**src/rtl/mdu_sequencer_pkg.sv**
```systemverilog
// Shared types and sizing helpers for the multi-cycle multiply/divide unit.
//   MduStateEnum : sequencer states IDLE -> MULT|DIV -> FIXUP -> IDLE
//   MduOpEnum    : operation latched at start (Mult or Div)
//   CountWidth   : iteration counter width for the default 32-bit datapath
//   count_width(): counter width for an arbitrary operand width
package MduPkg;

  localparam int DefaultDataWidth = 32;

  function automatic int count_width(input int width);
    return $clog2(width + 1);
  endfunction

  localparam int CountWidth = $clog2(DefaultDataWidth + 1);

  typedef enum logic [1:0] {
    IDLE  = 2'd0,
    MULT  = 2'd1,
    DIV   = 2'd2,
    FIXUP = 2'd3
  } MduStateEnum;

  typedef enum logic {
    Mult = 1'b0,
    Div  = 1'b1
  } MduOpEnum;

endpackage

```
**src/rtl/mdu_sequencer_if.sv**
```systemverilog
// Core <-> multiply/divide unit request/result bundle.
//   master : the core (drives requests, observes stall/busy/done/hi/lo)
//   slave  : the multiply/divide sequencer
// Signals: enable, start_mult, start_div, is_unsigned, op_a, op_b,
//          wr_hi, wr_lo, wr_data, rd_hilo (requests);
//          stall, busy, done, hi, lo (results/status).
interface mdu_sequencer_if #(
  parameter int DataWidth = 32
);
  logic                 enable;
  logic                 start_mult;
  logic                 start_div;
  logic                 is_unsigned;
  logic [DataWidth-1:0] op_a;
  logic [DataWidth-1:0] op_b;
  logic                 wr_hi;
  logic                 wr_lo;
  logic [DataWidth-1:0] wr_data;
  logic                 rd_hilo;
  logic                 stall;
  logic                 busy;
  logic                 done;
  logic [DataWidth-1:0] hi;
  logic [DataWidth-1:0] lo;

  modport master (
    output enable, start_mult, start_div, is_unsigned, op_a, op_b,
           wr_hi, wr_lo, wr_data, rd_hilo,
    input  stall, busy, done, hi, lo
  );

  modport slave (
    input  enable, start_mult, start_div, is_unsigned, op_a, op_b,
           wr_hi, wr_lo, wr_data, rd_hilo,
    output stall, busy, done, hi, lo
  );
endinterface

```
**src/rtl/mdu_datapath.sv**
```systemverilog
// Arithmetic datapath of the multiply/divide unit.
// Holds the 2W accumulator ({upper, lower}), the operand magnitude |b| and
// the result sign flags. Each i_step performs one radix-2 iteration:
//   Mult: upper += |b| when acc[0] is set, then shift the 2W value right.
//   Div : shift {rem, quo} left, trial-subtract |b|, keep on no borrow.
// o_hi_result/o_lo_result present the sign-corrected results for FIXUP.
// Ports:
//   clock, reset   : clock, asynchronous active-high reset
//   i_load         : capture operands (start accepted)
//   i_early_load   : load the trivially resolved result instead
//   i_op           : operation to capture with i_load
//   i_is_unsigned  : operand interpretation
//   i_op_a, i_op_b : multiplicand/dividend, multiplier/divisor
//   i_step         : run one iteration
//   o_trivial      : current request can be resolved without iterating
//   o_hi_result, o_lo_result : final HI/LO values
module mdu_datapath
  import MduPkg::*;
#(
  parameter int DataWidth   = 32,
  parameter bit EarlyExitEn = 1'b0
) (
  input  logic                 clock,
  input  logic                 reset,
  input  logic                 i_load,
  input  logic                 i_early_load,
  input  MduOpEnum             i_op,
  input  logic                 i_is_unsigned,
  input  logic [DataWidth-1:0] i_op_a,
  input  logic [DataWidth-1:0] i_op_b,
  input  logic                 i_step,
  output logic                 o_trivial,
  output logic [DataWidth-1:0] o_hi_result,
  output logic [DataWidth-1:0] o_lo_result
);

  localparam int W = DataWidth;

  logic [2*W-1:0] r_acc;
  logic [W-1:0]   r_abs_b;
  MduOpEnum       r_op;
  logic           r_neg_q;
  logic           r_neg_r;

  logic [W-1:0]   w_abs_a;
  logic [W-1:0]   w_abs_b;
  logic           w_trivial_raw;
  logic [2*W-1:0] w_load_acc;
  logic [W:0]     w_sum;
  logic [2*W-1:0] w_mult_next;
  logic [W:0]     w_rem_sh;
  logic [W-1:0]   w_quo_sh;
  logic [W:0]     w_diff;
  logic [2*W-1:0] w_div_next;
  logic [2*W-1:0] w_prod_neg;

  // Magnitude of the most-negative value is simply its own bit pattern.
  assign w_abs_a = (!i_is_unsigned && i_op_a[W-1]) ? (-i_op_a) : i_op_a;
  assign w_abs_b = (!i_is_unsigned && i_op_b[W-1]) ? (-i_op_b) : i_op_b;

  assign w_trivial_raw = (i_op == Mult) ? ((w_abs_a == '0) || (w_abs_b == '0))
                                        : ((w_abs_b != '0) && (w_abs_a < w_abs_b));
  assign o_trivial = EarlyExitEn && w_trivial_raw;

  // Trivial results: product 0, or quotient 0 with remainder |a|.
  always_comb begin
    w_load_acc = {{W{1'b0}}, w_abs_a};
    if (i_early_load) begin
      if (i_op == Mult) w_load_acc = '0;
      else              w_load_acc = {w_abs_a, {W{1'b0}}};
    end
  end

  // Multiply step: the carry of the upper-half add becomes the new MSB.
  assign w_sum       = {1'b0, r_acc[2*W-1:W]} + {1'b0, (r_acc[0] ? r_abs_b : {W{1'b0}})};
  assign w_mult_next = {w_sum, r_acc[W-1:1]};

  // Divide step: the shifted remainder needs W+1 bits; bit W of the
  // difference is the borrow (the remainder is always below 2*|b|).
  assign w_rem_sh   = {r_acc[2*W-1:W], r_acc[W-1]};
  assign w_quo_sh   = {r_acc[W-2:0], 1'b0};
  assign w_diff     = w_rem_sh - {1'b0, r_abs_b};
  assign w_div_next = w_diff[W] ? {w_rem_sh[W-1:0], w_quo_sh}
                                : {w_diff[W-1:0], w_quo_sh | {{(W-1){1'b0}}, 1'b1}};

  assign w_prod_neg = -r_acc;

  always_comb begin
    o_hi_result = r_acc[2*W-1:W];
    o_lo_result = r_acc[W-1:0];
    if (r_op == Mult) begin
      if (r_neg_q) begin
        o_hi_result = w_prod_neg[2*W-1:W];
        o_lo_result = w_prod_neg[W-1:0];
      end
    end else begin
      if (r_neg_r) o_hi_result = -r_acc[2*W-1:W];
      if (r_neg_q) o_lo_result = -r_acc[W-1:0];
    end
  end

  always_ff @(posedge clock or posedge reset) begin
    if (reset) begin
      r_acc   <= '0;
      r_abs_b <= '0;
      r_op    <= Mult;
      r_neg_q <= 1'b0;
      r_neg_r <= 1'b0;
    end else if (i_load) begin
      r_acc   <= w_load_acc;
      r_abs_b <= w_abs_b;
      r_op    <= i_op;
      r_neg_q <= !i_is_unsigned && (i_op_a[W-1] ^ i_op_b[W-1]);
      r_neg_r <= !i_is_unsigned && i_op_a[W-1];
    end else if (i_step) begin
      r_acc <= (r_op == Mult) ? w_mult_next : w_div_next;
    end
  end

endmodule

```
**src/rtl/mdu_sequencer.sv**
```systemverilog
// Multi-cycle multiply/divide sequencer owning the HI/LO register pair.
// Runs radix-2 shift-add multiply / restoring divide one bit per cycle and
// stalls the core when HI/LO is consumed or a new operation is issued while
// one is still in flight.
// Optional feature macro: MDU_EARLY_EXIT_EN -- trivially resolvable
// operations (zero multiplicand/multiplier, |dividend| < |divisor|) skip the
// iterations and go straight to FIXUP.
// Ports:
//   clock : core clock, rising edge
//   reset : asynchronous, active-high
//   bus   : mdu_sequencer_if.slave (requests in; stall/busy/done/hi/lo out)
module mdu_sequencer
  import MduPkg::*;
#(
  parameter int DataWidth = 32
) (
  input logic            clock,
  input logic            reset,
  mdu_sequencer_if.slave bus
);

  localparam int CntW = count_width(DataWidth);

`ifdef MDU_EARLY_EXIT_EN
  localparam bit EarlyExitEn = 1'b1;
`else
  localparam bit EarlyExitEn = 1'b0;
`endif

  MduStateEnum          r_state;
  MduStateEnum          w_state_next;
  logic [CntW-1:0]      r_count;
  logic [DataWidth-1:0] r_hi;
  logic [DataWidth-1:0] r_lo;
  logic                 r_done;

  logic                 w_start;
  MduOpEnum             w_op;
  logic                 w_busy;
  logic                 w_load;
  logic                 w_step;
  logic                 w_trivial;
  logic [DataWidth-1:0] w_hi_result;
  logic [DataWidth-1:0] w_lo_result;

  assign w_start = bus.start_mult | bus.start_div;
  // Simultaneous requests resolve in favour of multiply.
  assign w_op    = bus.start_mult ? Mult : Div;
  assign w_busy  = (r_state != IDLE);

  mdu_datapath #(
    .DataWidth   (DataWidth),
    .EarlyExitEn (EarlyExitEn)
  ) u_datapath (
    .clock         (clock),
    .reset         (reset),
    .i_load        (w_load),
    .i_early_load  (w_trivial),
    .i_op          (w_op),
    .i_is_unsigned (bus.is_unsigned),
    .i_op_a        (bus.op_a),
    .i_op_b        (bus.op_b),
    .i_step        (w_step),
    .o_trivial     (w_trivial),
    .o_hi_result   (w_hi_result),
    .o_lo_result   (w_lo_result)
  );

  always_comb begin
    w_state_next = r_state;
    w_load       = 1'b0;
    w_step       = 1'b0;
    if (bus.enable) begin
      case (r_state)
        IDLE: begin
          if (w_start) begin
            w_load = 1'b1;
            if (w_trivial)             w_state_next = FIXUP;
            else if (bus.start_mult)   w_state_next = MULT;
            else                       w_state_next = DIV;
          end
        end
        MULT, DIV: begin
          w_step = 1'b1;
          // Count holds the number of iterations still to run, including this one.
          if (r_count == CntW'(1)) w_state_next = FIXUP;
        end
        FIXUP:   w_state_next = IDLE;
        default: w_state_next = IDLE;
      endcase
    end
  end

  always_ff @(posedge clock or posedge reset) begin
    if (reset) begin
      r_state <= IDLE;
      r_count <= '0;
    end else begin
      r_state <= w_state_next;
      if (w_load)      r_count <= CntW'(DataWidth);
      else if (w_step) r_count <= r_count - CntW'(1);
    end
  end

  // HI/LO: FIXUP result has priority; MTHI/MTLO only land while idle and
  // are dropped when issued together with a start.
  always_ff @(posedge clock or posedge reset) begin
    if (reset) begin
      r_hi <= '0;
      r_lo <= '0;
    end else if (bus.enable) begin
      if (r_state == FIXUP) begin
        r_hi <= w_hi_result;
        r_lo <= w_lo_result;
      end else if ((r_state == IDLE) && !w_start) begin
        if (bus.wr_hi) r_hi <= bus.wr_data;
        if (bus.wr_lo) r_lo <= bus.wr_data;
      end
    end
  end

  always_ff @(posedge clock or posedge reset) begin
    if (reset) r_done <= 1'b0;
    else       r_done <= bus.enable && (r_state == FIXUP);
  end

  assign bus.busy  = w_busy;
  assign bus.done  = r_done;
  assign bus.hi    = r_hi;
  assign bus.lo    = r_lo;
  assign bus.stall = w_busy & (bus.rd_hilo | bus.start_mult | bus.start_div |
                               bus.wr_hi | bus.wr_lo);

endmodule

```
**src/flat_wrapper.sv**
```systemverilog
// flat-port wrapper written by rule: the top's interface ports become plain ports
module mdu_sequencer_flat import MduPkg::*;
#(
  parameter int DataWidth = 32
)
  (clock, reset, bus_enable, bus_start_mult, bus_start_div, bus_is_unsigned, bus_op_a, bus_op_b, bus_wr_hi, bus_wr_lo, bus_wr_data, bus_rd_hilo, bus_stall, bus_busy, bus_done, bus_hi, bus_lo);
  mdu_sequencer_if #(.DataWidth(DataWidth)) bus_i ();
  input logic clock;
  input logic reset;
  input wire logic [$bits(bus_i.enable)-1:0] bus_enable;
  input wire logic [$bits(bus_i.start_mult)-1:0] bus_start_mult;
  input wire logic [$bits(bus_i.start_div)-1:0] bus_start_div;
  input wire logic [$bits(bus_i.is_unsigned)-1:0] bus_is_unsigned;
  input wire logic [$bits(bus_i.op_a)-1:0] bus_op_a;
  input wire logic [$bits(bus_i.op_b)-1:0] bus_op_b;
  input wire logic [$bits(bus_i.wr_hi)-1:0] bus_wr_hi;
  input wire logic [$bits(bus_i.wr_lo)-1:0] bus_wr_lo;
  input wire logic [$bits(bus_i.wr_data)-1:0] bus_wr_data;
  input wire logic [$bits(bus_i.rd_hilo)-1:0] bus_rd_hilo;
  output wire logic [$bits(bus_i.stall)-1:0] bus_stall;
  output wire logic [$bits(bus_i.busy)-1:0] bus_busy;
  output wire logic [$bits(bus_i.done)-1:0] bus_done;
  output wire logic [$bits(bus_i.hi)-1:0] bus_hi;
  output wire logic [$bits(bus_i.lo)-1:0] bus_lo;
  assign bus_i.enable = bus_enable;
  assign bus_i.start_mult = bus_start_mult;
  assign bus_i.start_div = bus_start_div;
  assign bus_i.is_unsigned = bus_is_unsigned;
  assign bus_i.op_a = bus_op_a;
  assign bus_i.op_b = bus_op_b;
  assign bus_i.wr_hi = bus_wr_hi;
  assign bus_i.wr_lo = bus_wr_lo;
  assign bus_i.wr_data = bus_wr_data;
  assign bus_i.rd_hilo = bus_rd_hilo;
  assign bus_stall = bus_i.stall;
  assign bus_busy = bus_i.busy;
  assign bus_done = bus_i.done;
  assign bus_hi = bus_i.hi;
  assign bus_lo = bus_i.lo;
  mdu_sequencer #(.DataWidth(DataWidth)) u_core (.clock(clock), .reset(reset), .bus(bus_i));
endmodule
```
**config.mk**
```make
export PLATFORM = sky130hd
export DESIGN_NAME = mdu_sequencer_flat
export DESIGN_NICKNAME = d
export VERILOG_FILES = /design/src/rtl/mdu_sequencer_pkg.sv /design/src/rtl/mdu_sequencer_if.sv /design/src/rtl/mdu_datapath.sv /design/src/rtl/mdu_sequencer.sv /design/src/flat_wrapper.sv
export SDC_FILE = /design/constraint.sdc
export NUM_CORES = 1
export LEC_CHECK = 0
export CAP_MARGIN = 10
export CORE_ASPECT_RATIO = 0.7
export CORE_MARGIN = 1
export CORE_UTILIZATION = 30
export DETAILED_ROUTE_END_ITERATION = 8
export RECOVER_POWER = 100
export SLEW_MARGIN = 10
export SYNTH_ARGS = -nofsm -noshare
export SYNTH_HDL_FRONTEND = slang
export SYNTH_SLANG_ARGS = --single-unit
export TNS_END_PERCENT = 1
```
**constraint.sdc**
```tcl
create_clock -name clock -period 7.85 [get_ports clock]
set_clock_uncertainty 0.05 [all_clocks]
set_input_delay 1.9625 -clock clock [delete_from_list [all_inputs] [get_ports clock]]
set_output_delay 1.9625 -clock clock [all_outputs]
set_load 0.02 [all_outputs]
```
# [Word-level counts from Yosys, hierarchy flattened]
# Index checks and enable logic that the tools add are counted.
[totals] regBits=172 latchBits=0 ram_bits=0 romBits=0 inputBits=105 out_inout_bits=67 elab_cells=79 n_memories=0
[classes] add_sub_neg=8 mul=0 div=0 n_lt_le_gt_ge=0 n_eq_ne=6 shift=0 muxes=31 bitwise=7 n_reduce_logical=17
[ops] cell="2-to-1 mux 32 bit" n=15
[ops] cell="2-to-1 mux 64 bit" n=4
[ops] cell="negation 32 bit" n=4
[ops] cell="negation 64 bit" n=1
[ops] cell="adder 32 x 32 -> 33 bit" n=1
[ops] cell="subtractor 33 x 32 -> 33 bit" n=1
[ops] cell="2-to-1 mux 6 bit" n=2
[ops] cell="nonzero test 2 bit" n=5
[ops] cell="AND reduction 3 bit" n=3
[ops] cell="== test 6 x 1 -> 1 bit (second input constant)" n=1
[ops] cell="2-to-1 mux 1 bit" n=6
[ops] cell="2-to-1 mux 2 bit" n=3
[ops] cell="one-hot mux 2 bit (3 select lines)" n=1
[ops] cell="subtractor 6 x 1 -> 6 bit (second input constant)" n=1
[ops] cell="logical AND 1 bit" n=5
[ops] cell="OR 1 bit" n=5
[ops] cell="== test 2 bit (second input constant)" n=2
[ops] cell="!= test 2 x 1 -> 1 bit (second input constant)" n=2
[ops] cell="== test 2 x 1 -> 1 bit (second input constant)" n=1
[ops] cell="zero test 1 bit" n=2
[ops] cell="zero test 2 bit" n=1
[ops] cell="OR reduction 2 bit" n=1
[ops] cell="bitwise AND 1 bit" n=1
[ops] cell="XOR 1 bit" n=1

# [Depth between registers and ports, before layout]
# Gate-level depths: netlist of the first run.
[depth] ltp_word=6 ltp_mapped=14 ltp_nobuf=13

# [Modules after synthesis]
# From an unflattened synthesis of the first run, not the netlist that was laid out.
[hier_totals] cells_unflattened=1865 area_unflattened_um2=14767.9
[modules_own_cells] module="mdu_datapath" n_inst=1 cells_per_inst=1484 area_per_inst_um2=11303.3 seq_area_each_um2=2477.4
[modules_own_cells] module="mdu_sequencer" n_inst=1 cells_per_inst=381 area_per_inst_um2=3464.6 seq_area_each_um2=1826.8

# [Worst setup path after synthesis of the first run]
# Ideal clock, no wire load.
[synth_timing] path_type="input to output" startpoint="input bus_wr_lo" endpoint="output bus_stall" t_arrival_ns=2.359 required_ns=5.838 path_slack_ns=3.478 stages=2 n_path_buf=0 cell_sequence="nor3_1 a21oi_1"
[synth_via] elab_chain_len=2
[synth_rtl] item="start, declared" line="flat_wrapper.sv:17" rtl="input wire logic [$bits(bus_i.wr_lo)-1:0] bus_wr_lo;"
[synth_rtl] item="OR 1 bit" line="mdu_sequencer.sv:132" rtl="bus.wr_hi | bus.wr_lo);"
[synth_rtl] item="bitwise AND 1 bit" line="mdu_sequencer.sv:131" rtl="assign bus.stall = w_busy & (bus.rd_hilo | bus.start_mult | bus.start_div |"
[synth_rtl] item="end, declared" line="flat_wrapper.sv:20" rtl="output wire logic [$bits(bus_i.stall)-1:0] bus_stall;"
# No other way between the ends.

# [Worst setup path after layout of the first run]
[layout_timing] startpoint="register u_core.u_datapath.r_acc[56]" endpoint="register u_core.u_datapath.r_acc[51]"
[layout_via] elab_chain_len=5
[layout_rtl] item="start, declared" line="mdu_datapath.sv:39" rtl="logic [2*W-1:0] r_acc;"
[layout_rtl] item="start signal, assigned" line="mdu_datapath.sv:110" rtl="r_acc <= w_load_acc;"
[layout_rtl] item="start signal, assigned" line="mdu_datapath.sv:116" rtl="r_acc <= (r_op == Mult) ? w_mult_next : w_div_next;"
[layout_rtl] item="subtractor 33 x 32 -> 33 bit" line="mdu_datapath.sv:82" rtl="assign w_diff = w_rem_sh - {1'b0, r_abs_b};"
[layout_rtl] item="2-to-1 mux 64 bit" line="mdu_datapath.sv:83" rtl="assign w_div_next = w_diff[W] ? {w_rem_sh[W-1:0], w_quo_sh}"
[layout_rtl] item="2-to-1 mux 64 bit" line="mdu_datapath.sv:116"
[layout_rtl] item="2-to-1 mux 64 bit" line="mdu_datapath.sv:115" rtl="end else if (i_step) begin"
[layout_rtl] item="2-to-1 mux 64 bit" line="mdu_datapath.sv:109" rtl="end else if (i_load) begin"
# No other way between the ends. The select of a mux whose other input is x is not followed.
# A chain may end at the register's enable or synchronous reset.

==> key figures, run 1 <==
Setup path
  – Crit path from: u_core.u_datapath.r_acc[56]
  – WP depth: 11
  – Buf/Inv on CP: 1
  – Crit start category: flop
  – Crit end category: flop
  – Critical path, cell by cell: ha_1, a211o_1, a2111oi_0, o41ai_1, mux2i_1, o41ai_1, nor3_4, clkbuf_1, mux2_2, a222oi_1, nand2_1
  – Max incr delay on CP: 1.98 ns
  – CP required: 8.13 ns
  – Critical path type: reg2reg
  – Top cell by count, worst path: o41ai_1
  – Worst reg2reg setup slack: 1.94 ns
  – Crit Reg-Reg Startpoint: u_core.u_datapath.r_acc[56]
  – Crit-path slowest cell: clkbuf_1
  – CP max FO: 39
  – CP arrival: 6.19 ns
  – CP delay by family, top: buffers and inverters
  – R2R depth: 11

Route
  – Routed wire length: 50.9 mm
  – Post-route ant nets: 0
  – Vias: 13759
  – Iter 0 DRT Violations: 1438
  – Vias per inst: 5.51
  – Iteration count of the initial detailed-routing pass: 8
  – DRC viols: 0
  – Routed length per instance: 20.4 um

Global routing
  – Number of global-route vias before repair: 12878
  – Initial antenna violation count: 0
  – Grt ovf: 0
  – First-pass GRT wire length: 78.2 mm
  – Largest net degree at the start of global routing: 90
  – GRT Resource Usage Total: 0.209

Pwr
  – Leak pwr: 7.26 nW
  – Int Pwr: 3.67 mW
  – Pwr/cell area: 456 nW/um2
  – Logic gate share of total power: 0.644
  – Psw: 4.13 mW
  – Clk pwr share: 0.115
  – Sw frac: 0.530
  – Seq pwr share: 0.240
  – Total chip power: 7.80 mW
  – Peak VDD IR: 0.194 mV

Clock tree
  – Num CTS Buffers: 17
  – Root Buffer: clkbuf_16
  – Post-CTS Resized: 0
  – Clk_lat worst skew: 0.46 ns
  – Sink Count: 172
  – CTS tree: yes
  – Post-CTS Setup Inserts: 0
  – Max Buffers Root-to-Sink: 2
  – Hold_buf cts: 0
  – Clock transition at the registers of the reported paths: 0.07 ns
  – Htree depth: 4

Final layout
  – Share of cells above drive strength 1: 0.0366
  – Ant. Diodes: 0
  – Post-layout util: 0.365
  – Fin area: 17100 um2
  – Final Net Count: 2052
  – Commonest non-fill, non-tap cell in the layout: nand2_1
  – Most frequent cells in the layout: nand2_1, o21ai_0, dfrtp_1
  – Area growth from synthesis to layout: 19.5%

Hold path
  – Hold Startpoint: u_core.bus.hi[28]
  – Hold path depth: 1
  – Hold crit path type: reg2reg

Logic synthesis
  – Area leader, netlist: dfrtp_1
  – Mapped Nets: 1950
  – Synth cell types: 72
  – Syn Inst Count: 1771
  – Synth area leaders: dfrtp_1, o21ai_0, ha_1, xnor2_1, nand2_1
  – Synth warnings: 0
  – Area fraction of the dominant cell type after synthesis: 0.301
  – Sequential share of the synthesized area: 0.301
  – Avg Inst Size Synth: 8.07 um2
  – Post-synth EDFFs: 0
  – Syn Std Cell Area: 14300 um2
  – Most used DFF post-synth: dfrtp_1
  – Ys async rst share: 1.00
  – Synthesized flop and latch total: 172

Die
  – Cell Rows: 66
  – Initial core utilization: 0.306
  – # IOs: 172
  – Die Span Y: 185 um
  – Total core area: 46700 um2
  – Die Area: 48500 um2
  – Chip width: 263 um

Timing
  – Crit share post-route: 0.753
  – Final TNS setup: 0 ns
  – Final setup fails: 0
  – Slew margin rel.: -1.32
  – Tmin final: 5.91 ns
  – Maximum clock rate: 0.169 GHz
  – RSZ-0062 raised after global routing: no
  – Worst-Margin Slew: 3.46 ns
  – Hold Vio Cnt, Final: 0
  – Fin. max-slew vios: 298

Job
  – Max Cap Violations: 6

Place
  – Placed cell areas: 16500 um2
  – I/O Buffers: 171
  – GPL Wtd Cong: 0.953
  – Detail Placement HPWL: 39.9 mm

Outcome
  – Failing checks: capacitance limit, slew limit
  – Outcome: finished, violations left
[Yosys cell counts (all sizes together) (4+ instances only)]
cell / instances
xor2: 81
and3: 9
o41ai: 19
nor3b: 5
o31a: 4
or4: 15
xnor2: 93
nor2b: 22
o22ai: 5
and2: 10
nor2: 135
mux2: 4
nor3: 28
clkbuf: 89
or3: 13
o31ai: 20
nand2b: 18
a22oi: 21
nor4: 21
a221oi: 8
nand3: 18
buf: 12
a31oi: 10
nand3b: 5
or2: 8
dfrtp: 172
a21oi: 117
o21a: 9
nand2: 216
a21o: 38
a211oi: 24
a2111oi: 4
inv: 65
o21bai: 7
o221ai: 4
o211ai: 46
o21ai: 202
mux2i: 74
nand4: 10
ha: 72
[worst paths after layout]
kind | endpoint
min reg2reg | u_core.bus.hi[28]
min | u_core.bus.hi[28]
max | u_core.u_datapath.r_acc[51]
max reg2reg | u_core.u_datapath.r_acc[51]
max in group asynchronous | u_core.u_datapath.r_op
min in group asynchronous | u_core.bus.hi[21]
[kinds of logic (layout without fill, tap and decap cells)]
group	count (synthesis)	count (layout)	synth area share
AO/OA/AOI/OAI	565	565	0.247
multiplexers	78	78	0.0550
adder cells (fa/ha/maj)	74	74	0.0658
AND/OR/NAND/NOR	542	542	0.178
XOR/XNOR	174	174	0.107
flip-flops	172	172	0.301
buffers and inverters	166	280	0.0466
[power groups by stage]
| stage | Clock (mW) | Sequential [mW] | Combinational (mW) |
|---|---|---|---|
| 6_report | 0.898 | 1.87 | 5.02 |
| 5_1_grt | 0.945 | 1.93 | 5.50 |
| 4_1_cts | 0.908 | 1.86 | 4.99 |
| 3_5_place_dp | 0 | 1.88 | 4.97 |
| 3_3_place_gp | 0 | 1.86 | 4.92 |
| 2_1_floorplan | 0 | 1.78 | 3.36 |
[metal layers]
metal,wire [um],share of wire,GRT usage
met1,24600,0.48,0.310
met4,672,0.013,0.0428
met2,20900,0.41,0.296
met5,0,0,0
met3,4690,0.092,0.0580
[state kept, by name, indices dropped and copies added (netlist names)]
name	flops
u_core.r_state	2
u_core.bus.hi	32
u_core.u_datapath.r_neg_r	1
u_core.r_count	6
u_core.u_datapath.r_op	1
u_core.u_datapath.r_acc	64
u_core.u_datapath.r_neg_q	1
u_core.bus.done	1
u_core.bus.lo	32
u_core.u_datapath.r_abs_b	32
[final cells by class]
cell class	instances	area [um2]
inverter	65	245
clock inverter	14	179
fill	4791	29700
tap	612	766
timing repair buffer	184	1790
sequential	172	4310
clock buffer	17	425
multi-input combinational	1433	9370
[worst register-to-register path: stages, from the launching register on]
cell	delay (ns)
dfrtp_1	0.57
ha_1	0.54
a211o_1	0.19
a2111oi_0	0.12
o41ai_1	0.81
mux2i_1	0.26
o41ai_1	0.13
nor3_4	0.21
clkbuf_1	1.98
mux2_2	0.50
a222oi_1	0.33
nand2_1	0.08
[stage by stage]
step | hold slack (ns) | setup WS [ns] | cells
2_1_floorplan | 0.400 | 1.18 | 1771
3_3_place_gp | 0.412 | 2.24 | 2466
3_5_place_dp | 0.416 | 2.15 | 2466
4_1_cts | 0.433 | 2.48 | 2497
5_1_grt | 0.435 | 1.39 | 2497
6_report | 0.427 | 1.94 | 2497
(Power assumes the default switching activity.)
==> run 2, diff against run 1 <==
Clock period 7.85 ns to 5 ns, I/O delays scaled along.
==> key figures, run 2 (synthesized netlist as in run 1, its figures left out) <==
Route
  – Routed wire length: 50.7 mm (-0.51%)
  – Iteration count of the initial detailed-routing pass: 6 (-2)
  – Vias per inst: 5.49 (-0.38%)
  – DRC viols: 0 (unchanged)
  – Iter 0 DRT Violations: 1444 (+0.42%)
  – Vias: 13794 (+0.25%)
  – Routed length per instance: 20.2 um (-1.1%)
  – Post-route ant nets: 0 (unchanged)

Final layout
  – Most frequent cells in the layout: nand2_1, o21ai_0, dfrtp_1
  – Most flop-heavy register: u_core.u_datapath.r_acc
  – Area growth from synthesis to layout: 19.5% (about the same)
  – Filler cells: 4802 (+0.23%)
  – Final Net Count: 2067 (+0.73%)
  – Commonest non-fill, non-tap cell in the layout: nand2_1
  – Share of cells above drive strength 1: 0.0400 (+0.00340)
  – Max FFs per register: 64 (unchanged)

Clock tree
  – Root Buffer: clkbuf_16
  – Clk_lat worst skew: 0.46 ns (about the same)
  – Htree depth: 4 (unchanged)
  – Sink Count: 172 (unchanged)
  – Clock transition at the registers of the reported paths: 0.07 ns (about the same)
  – Post-CTS Setup Inserts: 0 (unchanged)
  – Num CTS Buffers: 17 (unchanged)
  – Max Buffers Root-to-Sink: 2 (unchanged)
  – Hold_buf cts: 0 (unchanged)
  – CTS tree: yes
  – Post-CTS Resized: 0 (unchanged)

Setup path
  – Crit Reg-Reg Startpoint: u_core.u_datapath.r_acc[32]
  – Worst reg2reg setup slack: 0.71 ns (-1.23 ns)
  – Crit end category: flop
  – CP max FO: 20 (-49%)
  – Crit start category: input port
  – R2R depth: 12 (+1)
  – Critical R2R Capture: u_core.u_datapath.r_acc[35]
  – CP arrival: 4.64 ns (-1.55 ns)
  – CP required: 5.29 ns (-2.84 ns)
  – Critical path type: in2reg

Die
  – Die Span Y: 185 um (unchanged)
  – Chip width: 263 um (unchanged)
  – # IOs: 172 (unchanged)
  – Initial core utilization: 0.306 (unchanged)
  – Die Area: 48500 um2 (unchanged)
  – Cell Rows: 66 (unchanged)
  – Total core area: 46700 um2 (unchanged)

Pwr
  – Pwr/cell area: 708 nW/um2 (+55%)
  – Peak VDD IR: 0.299 mV (+55%)
  – Leak pwr: 7.27 nW (+0.19%)
  – Total chip power: 12.1 mW (+55%)

Hold path
  – Hold endpoint: u_core.bus.hi[25]
  – Hold crit path type: reg2reg
  – Hold path depth: 2 (+1)
  – Hold Startpoint: u_core.bus.hi[25]

Place
  – GPL Wtd Cong: 0.918 (-3.7%)
  – Worst slack, placed: 0.792 ns (-1.36 ns)
  – Detail Placement HPWL: 39.7 mm (-0.57%)
  – I/O Buffers: 171 (unchanged)

Timing
  – Crit share post-route: 0.869
  – Fin. max-slew vios: 39 (-87%)
  – Maximum clock rate: 0.230 GHz
  – Final TNS setup: 0 ns (unchanged)
  – Slew margin rel.: -0.279 (+1.04)
  – Worst-Margin Slew: 1.90 ns (-1.56 ns)
  – Hold Vio Cnt, Final: 0 (unchanged)
  – RSZ-0062 raised after global routing: no
  – Final setup fails: 0 (unchanged)
  – Final Worst Setup Slack: 0.653 ns (-1.29 ns)
  – Tmin final: 4.35 ns

Outcome
  – Outcome: finished, violations left
  – Failing checks: capacitance limit, slew limit

Global routing
  – GRT Resource Usage Total: 0.209 (about the same)
  – Grt ovf: 0 (unchanged)
  – First-pass GRT wire length: 78.2 mm (about the same)
  – Initial antenna violation count: 1 (+1)
  – Number of global-route vias before repair: 13032 (+1.2%)
  – Largest net degree at the start of global routing: 86 (-4.4%)

Job
  – Max Cap Violations: 2 (-4)
[run 2: changes by cell type in the layout (fill, tap and decap cells not counted), moves of 3 or more]
cell / change
inv_6: +4
buf_4: +12
clkinvlp_4: +3
inv_8: -5
[run 2: area by class of cell]
type                       instances  area, um2  share of cell area
clock buffer                      18        429              0.0251
antenna                            1       2.50            0.000146
inverter                          65        245              0.0144
multi-input combinational       1433       9320               0.545
clock inverter                    13        110             0.00644
tap                              612        766              0.0448
sequential                       172       4310               0.252
timing repair buffer             199       1910               0.112
[run 2: report_power, final]
group,switching (mW),internal [mW],leakage [nW]
Combinational,4.84,3.04,4.85
Clock,0.654,0.645,0.257
Sequential,0.891,2.03,2.16
[run 2: critical path, stage by stage]
cell and delay, ns:
dlygate4sd3_1 0.59, or2_2 0.36, and3_1 0.35, nor2_1 1.33, buf_4 0.46, a22oi_1 0.13, o21ai_0 0.14
[run 2: routing by layer]
metal | up-vias | part of all wire | GRT usage
li1 | 6613 | - | -
met1 | 6621 | 0.50 | 0.313
met2 | 495 | 0.40 | 0.291
met3 | 65 | 0.081 | 0.0508
met4 | 0 | 0.022 | 0.0580
met5 | - | 0 | 0
[run 2: through the flow]
stage | std cells | hold WS (ns) | area (um2) | util
2_1_floorplan | 1771 | 0.400 | 14300 | -
3_3_place_gp | 2481 | 0.413 | 16600 | 0.356
3_5_place_dp | 2481 | 0.419 | 16600 | 0.356
4_1_cts | 2512 | 0.436 | 17200 | 0.367
5_1_grt | 2512 | 0.449 | 17100 | 0.366
6_report | 2513 | 0.424 | 17100 | 0.366
[run 2: how the worst max path moves through the flow]
stage / startpoint / to / slack [ns] / depth (start not counted)
final: bus_start_mult / u_core.u_datapath.r_acc[41] / 0.65 / 7
after global routing: bus_start_mult / u_core.u_datapath.r_acc[62] / 0.46 / 8
after CTS: bus_start_mult / bus_stall / 1.08 / 4
after detailed placement: bus_op_b[8] / u_core.u_datapath.r_abs_b[30] / 0.79 / 9
after global placement: bus_op_b[10] / u_core.u_datapath.r_abs_b[30] / 0.81 / 9
after floorplan: reset / u_core.bus.done / 1.50 / 1
